$ cat config.mk
export PLATFORM = sky130hd
export DESIGN_NAME = sa_out_packer
export DESIGN_NICKNAME = d
export VERILOG_FILES = /design/src/rtl/sa_out_packer.sv
export SDC_FILE = /design/constraint.sdc
export NUM_CORES = 2
export LEC_CHECK = 0
export BUFFER_PORTS_ARGS = -buffer_cell sky130_fd_sc_hd__buf_4
export CORE_UTILIZATION = 55
export DETAILED_ROUTE_END_ITERATION = 16
export GPL_ROUTABILITY_DRIVEN = 0
export PLACE_DENSITY = 0.8
export SLEW_MARGIN = 20
export SYNTH_ARGS = -nofsm -noshare
export SYNTH_HDL_FRONTEND = slang
export SYNTH_SLANG_ARGS = --single-unit
$ cat constraint.sdc
create_clock -name clk -period 6.9 [get_ports clk]
set_input_delay 0.345 -clock clk [delete_from_list [all_inputs] [get_ports clk]]
set_output_delay 0.345 -clock clk [all_outputs]
set_load 0.005 [all_outputs]
$ cat src/rtl/sa_out_packer.sv
// sa_out_packer: ReLU, per-column 32-bit word packing, round-robin arbitration
// into a first-word-fall-through FIFO, and a flush sequencer that pads and
// drains partial words at the end of a convolution.
// Optional feature: define OUT_POOL_EN to enable 1x2 max-pooling ahead of
// the packers. Each column holds one value and emits max(r0, r1) per pair.
module sa_out_packer #(
    parameter int NUM_COL    = 16,
    parameter int DATA_WIDTH = 8,
    parameter int FIFO_DEPTH = 16
) (
    input  logic                          clk,
    input  logic                          rst_n,
    input  logic signed [DATA_WIDTH-1:0]  accu_data_i [NUM_COL],
    input  logic                          accu_valid_i [NUM_COL],
    input  logic                          flush_i,
    input  logic                          wr_ready_i,
    output logic                          wr_valid_o,
    output logic [4*DATA_WIDTH-1:0]       wr_data_o,
    output logic [$clog2(NUM_COL)-1:0]    wr_ch_o,
    output logic                          flush_done_o,
    output logic                          overflow_o,
    output logic                          busy_o
);
    localparam int CW = $clog2(NUM_COL);
    localparam int AW = $clog2(FIFO_DEPTH);
    localparam int DW = DATA_WIDTH;
    localparam int WW = 4*DATA_WIDTH;

    typedef enum logic {S_IDLE, S_FLUSH} state_t;

    state_t              state_q;
    logic                flush_done_q;
    logic                overflow_q;
    logic [CW-1:0]       rr_ptr_q;
    logic                in_flush;

    logic [NUM_COL-1:0]  slot_full;
    logic [NUM_COL-1:0]  grant;
    logic [NUM_COL-1:0]  drop;
    logic [NUM_COL-1:0]  col_busy;
    logic [WW-1:0]       slot_word [NUM_COL];

    logic [CW+WW-1:0]    fifo_mem [FIFO_DEPTH];
    logic [AW:0]         wr_ptr_q;
    logic [AW:0]         rd_ptr_q;
    logic                fifo_empty;
    logic                fifo_full;
    logic                pop;
    logic                can_push;
    logic                push;
    logic [CW-1:0]       gnt_idx;
    logic                gnt_found;

    assign in_flush = (state_q == S_FLUSH);

    genvar gi;
    generate
        for (gi = 0; gi < NUM_COL; gi++) begin : g_col
            logic [1:0]      cnt_q;
            logic [3*DW-1:0] shift_q;     // {b2, b1, b0}; new bytes enter at the top
            logic            slot_full_q;
            logic [WW-1:0]   slot_q;
            logic [DW-1:0]   relu;
            logic            byte_vld;
            logic [DW-1:0]   byte_val;
            logic            slot_free;
            logic [WW-1:0]   pad_word;

            assign relu      = accu_data_i[gi][DW-1] ? '0 : accu_data_i[gi];
            // A slot being granted this cycle empties on the same edge it may refill
            assign slot_free = !slot_full_q || grant[gi];

`ifdef OUT_POOL_EN
            logic            hold_vld_q;
            logic [DW-1:0]   hold_q;

            // Pooled byte source: pair max in normal mode, lone held value during flush
            always_comb begin
                byte_vld = 1'b0;
                byte_val = relu;
                if (in_flush) begin
                    byte_vld = hold_vld_q;
                    byte_val = hold_q;
                end else if (accu_valid_i[gi] && hold_vld_q) begin
                    byte_vld = 1'b1;
                    byte_val = (relu > hold_q) ? relu : hold_q;
                end
            end

            // Hold register: capture first of a pair, release on the second or on flush
            always_ff @(posedge clk or negedge rst_n) begin
                if (!rst_n) begin
                    hold_vld_q <= 1'b0;
                    hold_q     <= '0;
                end else if (!in_flush && accu_valid_i[gi]) begin
                    if (hold_vld_q) begin
                        hold_vld_q <= 1'b0;
                    end else begin
                        hold_q     <= relu;
                        hold_vld_q <= 1'b1;
                    end
                end else if (in_flush && hold_vld_q && (cnt_q != 2'd3 || slot_free)) begin
                    hold_vld_q <= 1'b0;
                end
            end

            assign col_busy[gi] = (cnt_q != 2'd0) || slot_full_q || hold_vld_q;
`else
            // Every valid ReLU byte goes straight into the packer outside of flush
            always_comb begin
                byte_vld = accu_valid_i[gi] && !in_flush;
                byte_val = relu;
            end

            assign col_busy[gi] = (cnt_q != 2'd0) || slot_full_q;
`endif

            // Zero-padded partial word: valid bytes live in the top cnt_q lanes of shift_q
            always_comb begin
                case (cnt_q)
                    2'd1:    pad_word = {{(3*DW){1'b0}}, shift_q[3*DW-1 -: DW]};
                    2'd2:    pad_word = {{(2*DW){1'b0}}, shift_q[3*DW-1 -: 2*DW]};
                    default: pad_word = {{DW{1'b0}}, shift_q};
                endcase
            end

            // Packer and staging slot: shift bytes in, move full or padded words to the slot
            always_ff @(posedge clk or negedge rst_n) begin
                if (!rst_n) begin
                    cnt_q       <= 2'd0;
                    shift_q     <= '0;
                    slot_full_q <= 1'b0;
                    slot_q      <= '0;
                end else begin
                    if (grant[gi]) begin
                        slot_full_q <= 1'b0;
                    end
                    if (byte_vld && cnt_q != 2'd3) begin
                        shift_q <= {byte_val, shift_q[3*DW-1:DW]};
                        cnt_q   <= cnt_q + 2'd1;
                    end else if (byte_vld && slot_free) begin
                        slot_q      <= {byte_val, shift_q};
                        slot_full_q <= 1'b1;
                        cnt_q       <= 2'd0;
                    end else if (in_flush && !byte_vld && cnt_q != 2'd0 && slot_free) begin
                        slot_q      <= pad_word;
                        slot_full_q <= 1'b1;
                        cnt_q       <= 2'd0;
                    end
                end
            end

            assign slot_full[gi] = slot_full_q;
            assign slot_word[gi] = slot_q;
            assign drop[gi]      = (accu_valid_i[gi] && in_flush) ||
                                   (!in_flush && byte_vld && cnt_q == 2'd3 && !slot_free);
        end
    endgenerate

    // Round-robin search from rr_ptr; scanning downward lets the nearest full slot win
    always_comb begin
        logic [CW-1:0] cand;
        cand      = '0;
        gnt_idx   = rr_ptr_q;
        gnt_found = 1'b0;
        for (int i = NUM_COL-1; i >= 0; i--) begin
            cand = CW'((int'(rr_ptr_q) + i) % NUM_COL);
            if (slot_full[cand]) begin
                gnt_found = 1'b1;
                gnt_idx   = cand;
            end
        end
    end

    assign fifo_empty = (wr_ptr_q == rd_ptr_q);
    assign fifo_full  = (wr_ptr_q[AW] != rd_ptr_q[AW]) &&
                        (wr_ptr_q[AW-1:0] == rd_ptr_q[AW-1:0]);
    assign pop        = !fifo_empty && wr_ready_i;
    assign can_push   = !fifo_full || pop;
    assign push       = gnt_found && can_push;

    // One-hot grant back to the winning column's staging slot
    always_comb begin
        grant          = '0;
        grant[gnt_idx] = push;
    end

    // FIFO storage: no reset needed, occupancy is tracked by the pointers
    always_ff @(posedge clk) begin
        if (push) begin
            fifo_mem[wr_ptr_q[AW-1:0]] <= {gnt_idx, slot_word[gnt_idx]};
        end
    end

    // FIFO pointers and round-robin pointer
    always_ff @(posedge clk or negedge rst_n) begin
        if (!rst_n) begin
            wr_ptr_q <= '0;
            rd_ptr_q <= '0;
            rr_ptr_q <= '0;
        end else begin
            if (push) begin
                wr_ptr_q <= wr_ptr_q + 1'b1;
                rr_ptr_q <= (gnt_idx == CW'(NUM_COL-1)) ? '0 : gnt_idx + 1'b1;
            end
            if (pop) begin
                rd_ptr_q <= rd_ptr_q + 1'b1;
            end
        end
    end

    // Flush sequencer with registered done pulse, plus sticky overflow flag
    always_ff @(posedge clk or negedge rst_n) begin
        if (!rst_n) begin
            state_q      <= S_IDLE;
            flush_done_q <= 1'b0;
            overflow_q   <= 1'b0;
        end else begin
            flush_done_q <= 1'b0;
            if (|drop) begin
                overflow_q <= 1'b1;
            end
            case (state_q)
                S_IDLE: begin
                    if (flush_i) begin
                        state_q <= S_FLUSH;
                    end
                end
                S_FLUSH: begin
                    if (!(|col_busy)) begin
                        state_q      <= S_IDLE;
                        flush_done_q <= 1'b1;
                    end
                end
                default: state_q <= S_IDLE;
            endcase
        end
    end

    assign wr_valid_o   = !fifo_empty;
    assign {wr_ch_o, wr_data_o} = fifo_empty ? '0 : fifo_mem[rd_ptr_q[AW-1:0]];
    assign flush_done_o = flush_done_q;
    assign overflow_o   = overflow_q;
    assign busy_o       = (|col_busy) || !fifo_empty || in_flush;

endmodule

==> impl_results.html <==
<table>
<tr><th>Metric</th><th>Value</th></tr>
<tr><th colspan="2">Floorplan</th></tr>
<tr><td>Core region area</td><td>113000 um2</td></tr>
<tr><td>IO Count</td><td>188</td></tr>
<tr><td>Die ar.</td><td>115000 um2</td></tr>
<tr><td>Width of the chip</td><td>339 um</td></tr>
<tr><td>Core Rows</td><td>123</td></tr>
<tr><td>Die Y-Extent</td><td>~340 um</td></tr>
<tr><td>Starting Density</td><td>55.5%</td></tr>
<tr><th colspan="2">Synth</th></tr>
<tr><td>Async SR Flop Fraction</td><td>62.4%</td></tr>
<tr><td>Post-synthesis area per instance</td><td>between 10 and 15 um2</td></tr>
<tr><td>Post-synthesis cell type count</td><td>78</td></tr>
<tr><td>Cell type contributing the most total cell area after synthesis</td><td>dfrtp_1</td></tr>
<tr><td>Most frequent cells after synthesis</td><td>nand2_1, dfrtp_1, edfxtp_1</td></tr>
<tr><td>Top_reg_cell synth</td><td>dfrtp_1</td></tr>
<tr><td>Mapped Cells</td><td>5508</td></tr>
<tr><td>Top cell type's share of synthesized area</td><td>34.0%</td></tr>
<tr><td>Largest cells by area after synthesis</td><td>dfrtp_1, edfxtp_1, nand2_1</td></tr>
<tr><td>Post-synthesis instance area</td><td>62500 um2</td></tr>
<tr><td>Sequential-to-total area share from yosys stat</td><td>58.6%</td></tr>
<tr><td>Dominant cell by count in the synthesized netlist</td><td>nand2_1</td></tr>
<tr><td>Post-synth EDFFs</td><td>512</td></tr>
<tr><td>Flip-flop and latch count after synthesis</td><td>between 1000 and 1500</td></tr>
<tr><td>Number of warnings reported in the yosys synthesis log</td><td>0</td></tr>
<tr><th colspan="2">Detailed routing</th></tr>
<tr><td>Pre-antenna DRT Iters</td><td>8</td></tr>
<tr><td>Average wire per cell in the routed design</td><td>26.1 um</td></tr>
<tr><td>Detailed Route WL</td><td>191 mm</td></tr>
<tr><td>Number of nets with antenna violations after routing</td><td>0</td></tr>
<tr><td>DRC viols</td><td>0</td></tr>
<tr><td>Average vias per placed instance</td><td>6.55</td></tr>
<tr><td>Via count</td><td>48000</td></tr>
<tr><td>Iter 0 DRT Violations</td><td>7128</td></tr>
<tr><th colspan="2">Clocking</th></tr>
<tr><td>Total CTS buffers</td><td>136</td></tr>
<tr><td>Buffers inserted by post-CTS timing repair</td><td>0</td></tr>
<tr><td>Clk Latency, worst-skew pair</td><td>0.79 ns</td></tr>
<tr><td>Sink count of the clock tree</td><td>1361</td></tr>
<tr><td>Number of H-tree levels</td><td>4</td></tr>
<tr><td>CTS tree</td><td>yes</td></tr>
<tr><td>Root buffer selected by CTS</td><td>clkbuf_16</td></tr>
<tr><td>Clock Path Buffers</td><td>3</td></tr>
<tr><td>Hold bufs inserted after CTS</td><td>155</td></tr>
<tr><td>Total of cells resized after clock tree synthesis</td><td>0</td></tr>
<tr><td>Clock edge transition at the registers on the reported setup and hold paths</td><td>0.06 ns</td></tr>
<tr><th colspan="2">Placed design</th></tr>
<tr><td>Post-placement worst setup slack</td><td>0.741 ns</td></tr>
<tr><td>Port Buffer Count</td><td>183</td></tr>
<tr><td>Sum of net half-perimeters after detailed placement</td><td>125 mm</td></tr>
<tr><td>Placed cell count</td><td>between 6000 and 7000</td></tr>
<tr><th colspan="2">Min path</th></tr>
<tr><td>Type of the worst min-delay path</td><td>primary input to flip-flop</td></tr>
<tr><td>End point of the most critical hold path</td><td>g_col[0].shift_q[18]</td></tr>
<tr><td>Start point of the worst min-delay path</td><td>accu_data_i[127]</td></tr>
<tr><td>Worst hold path stage count</td><td>3</td></tr>
<tr><th colspan="2">Final layout</th></tr>
<tr><td>Non-Filler Instances</td><td>7328</td></tr>
<tr><td>Layout net count</td><td>5940</td></tr>
<tr><td>Ratio of cells with drive above 1 in the final layout</td><td>15.5%</td></tr>
<tr><td>Final core utilization</td><td>63.6%</td></tr>
<tr><td>Area delta synth-&gt;final</td><td>14.6%</td></tr>
<tr><td>Total of fill cells in the finished design</td><td>between 8000 and 9000</td></tr>
<tr><th colspan="2">STA</th></tr>
<tr><td>Final setup violation count</td><td>0</td></tr>
<tr><td>Min Tclk post-route</td><td>6.63 ns</td></tr>
<tr><td>Slew @ Worst Pin</td><td>1.14 ns</td></tr>
<tr><td>Count of final hold-check violations</td><td>0</td></tr>
<tr><td>Worst setup slack after layout</td><td>0.268 ns</td></tr>
<tr><td>Fmax</td><td>between 150 and 200 MHz</td></tr>
<tr><td>Sum of negative setup slack</td><td>0 ns</td></tr>
<tr><td>RSZ-0062 raised after global routing</td><td>no</td></tr>
<tr><td>Share of the clock period used by the worst path</td><td>a little over nine tenths</td></tr>
<tr><td>Slew headroom</td><td>24.3%</td></tr>
<tr><td>Post-Route Skew</td><td>0.0432 ns</td></tr>
<tr><td>Final number of max-transition violations</td><td>0</td></tr>
<tr><th colspan="2">Worst setup path</th></tr>
<tr><td>Cell breakdown of the critical path</td><td>inv_2, ha_1, buf_4, mux4_2, mux4_2, a211o_1, a31oi_1, o21ai_1, xnor2_2, inv_6, buf_4, nand2_1, a31oi_1, a22oi_1, nand2_1</td></tr>
<tr><td>Crit end category</td><td>flip-flop</td></tr>
<tr><td>Worst Setup Path Type</td><td>flip-flop to flip-flop</td></tr>
<tr><td>Required time of the critical path</td><td>between 7 and 8 ns</td></tr>
<tr><td>Largest stage delay, worst path</td><td>0.81 ns</td></tr>
<tr><td>Worst reg2reg setup slack</td><td>0.27 ns</td></tr>
<tr><td>Reg2reg end</td><td>fifo_mem[12][24]</td></tr>
<tr><td>Worst R2R Start</td><td>rr_ptr_q[0]</td></tr>
<tr><td>Kind of launch point of the worst setup path</td><td>flip-flop</td></tr>
<tr><td>Crit path max fanout</td><td>35</td></tr>
<tr><td>Path depth of the worst reg2reg path</td><td>15</td></tr>
<tr><td>Worst path arrival time</td><td>6.96 ns</td></tr>
<tr><td>Standard cell with the maximum stage delay on the critical path</td><td>a22oi_1</td></tr>
<tr><th colspan="2">Global route</th></tr>
<tr><td>Number of global-route vias before repair</td><td>46700</td></tr>
<tr><td>Pin count of the biggest net entering global routing</td><td>184</td></tr>
<tr><td>Total grt overflow</td><td>0</td></tr>
<tr><td>Antenna violations before repair</td><td>6</td></tr>
<tr><td>First-pass GRT wire length</td><td>between 200 and 300 mm</td></tr>
<tr><td>Total GRT Usage</td><td>33.3%</td></tr>
<tr><th colspan="2">Flow run</th></tr>
<tr><td>Max-cap viol count</td><td>0</td></tr>
<tr><th colspan="2">Run status</th></tr>
<tr><td>Result of the run</td><td>completed</td></tr>
</table>
-- flip-flops by register name, summed over array words and instances, names as in the netlist --
signal / cells
flush_done_o: 1
g_col.cnt_q: 32
rd_ptr_q: 5
g_col.shift_q: 336
fifo_mem: 512
in_flush: 1
g_col.slot_full_q: 16
wr_ptr_q: 5
overflow_o: 1
g_col.slot_q: 448
rr_ptr_q: 4
-- through the flow --
| step | hold slack, ns | area [um2] |
|---|---|---|
| CTS | 0.00344 | 71600 |
| finish | 0.0259 | 71600 |
| global placement | 0.453 | 65400 |
| global route | 0.0333 | 71600 |
| floorplan | 0.0494 | 62500 |
| detailed placement | 0.457 | 65400 |
-- cell type report --
class	instances	area (um2)	area share, %
Inverter	83	319	0.445
Sequential cell	1361	36600	51.1
Tap cell	1500	1880	2.62
Multi-Input combinational cell	3698	24300	33.9
Timing Repair Buffer	435	3840	5.36
Antenna cell	3	7.51	0.0105
Clock inverter	64	901	1.26
Clock buffer	184	3810	5.31
-- cells in the final DEF (no fill, tap or decap), types with 132 or more instances in the layout --
cell type,n
mux4_2,186
dfrtp_1,845
dlygate4sd3_1,155
a22oi_1,135
o21ai_0,306
and3_1,179
edfxtp_1,512
mux2_2,132
clkbuf_16,138
nor2_1,157
nand2_1,1429
buf_4,264
-- worst max-delay path: cells and delay by family (launching register included) --
family | cells | cell delay (ns)
AND/OR/NAND/NOR | 2 | 0.79
buffers and inverters | 4 | 1.02
AO/OA/AOI/OAI | 5 | 1.65
multiplexers | 2 | 1.09
flip-flops | 1 | 0.37
adder cells (fa/ha/maj) | 1 | 0.77
XOR/XNOR | 1 | 0.46
-- worst max-delay path by stage --
stage	from	to	slack, ns
4_1_cts	rr_ptr_q[0]	fifo_mem[2][22]	0.72
3_3_place_gp	rr_ptr_q[0]	fifo_mem[12][22]	0.87
6_report	rr_ptr_q[0]	fifo_mem[12][24]	0.27
2_1_floorplan	rr_ptr_q[1]	fifo_mem[2][0]	0.23
5_1_grt	rr_ptr_q[0]	fifo_mem[15][24]	0.1
3_5_place_dp	rr_ptr_q[0]	fifo_mem[15][22]	0.74
-- cells by family (layout without fill, tap and decap cells) --
family | count (synthesis) | count (layout) | synth area share [%]
AO/OA/AOI/OAI | 1071 | 1071 | 11.9
XOR/XNOR | 28 | 28 | 0.404
adder cells (fa/ha/maj) | 77 | 77 | 1.54
buffers and inverters | 452 | 766 | 2.87
flip-flops | 1361 | 1361 | 58.6
multiplexers | 362 | 362 | 9.79
other | 1 | 7 | 0.00600
AND/OR/NAND/NOR | 2156 | 2156 | 14.9
-- layer usage --
metal	share of wire [%]	GRT usage, %	vias to the layer above
li1	-	-	20400
met1	36	43.4	23600
met2	45	50.1	3244
met3	12	8.82	732
met4	7.1	20.6	4
met5	0.014	0	-
Power is left out: the tool's default activity adds up to more than one toggle a clock period on the data nets, which glitch-free logic cannot reach.
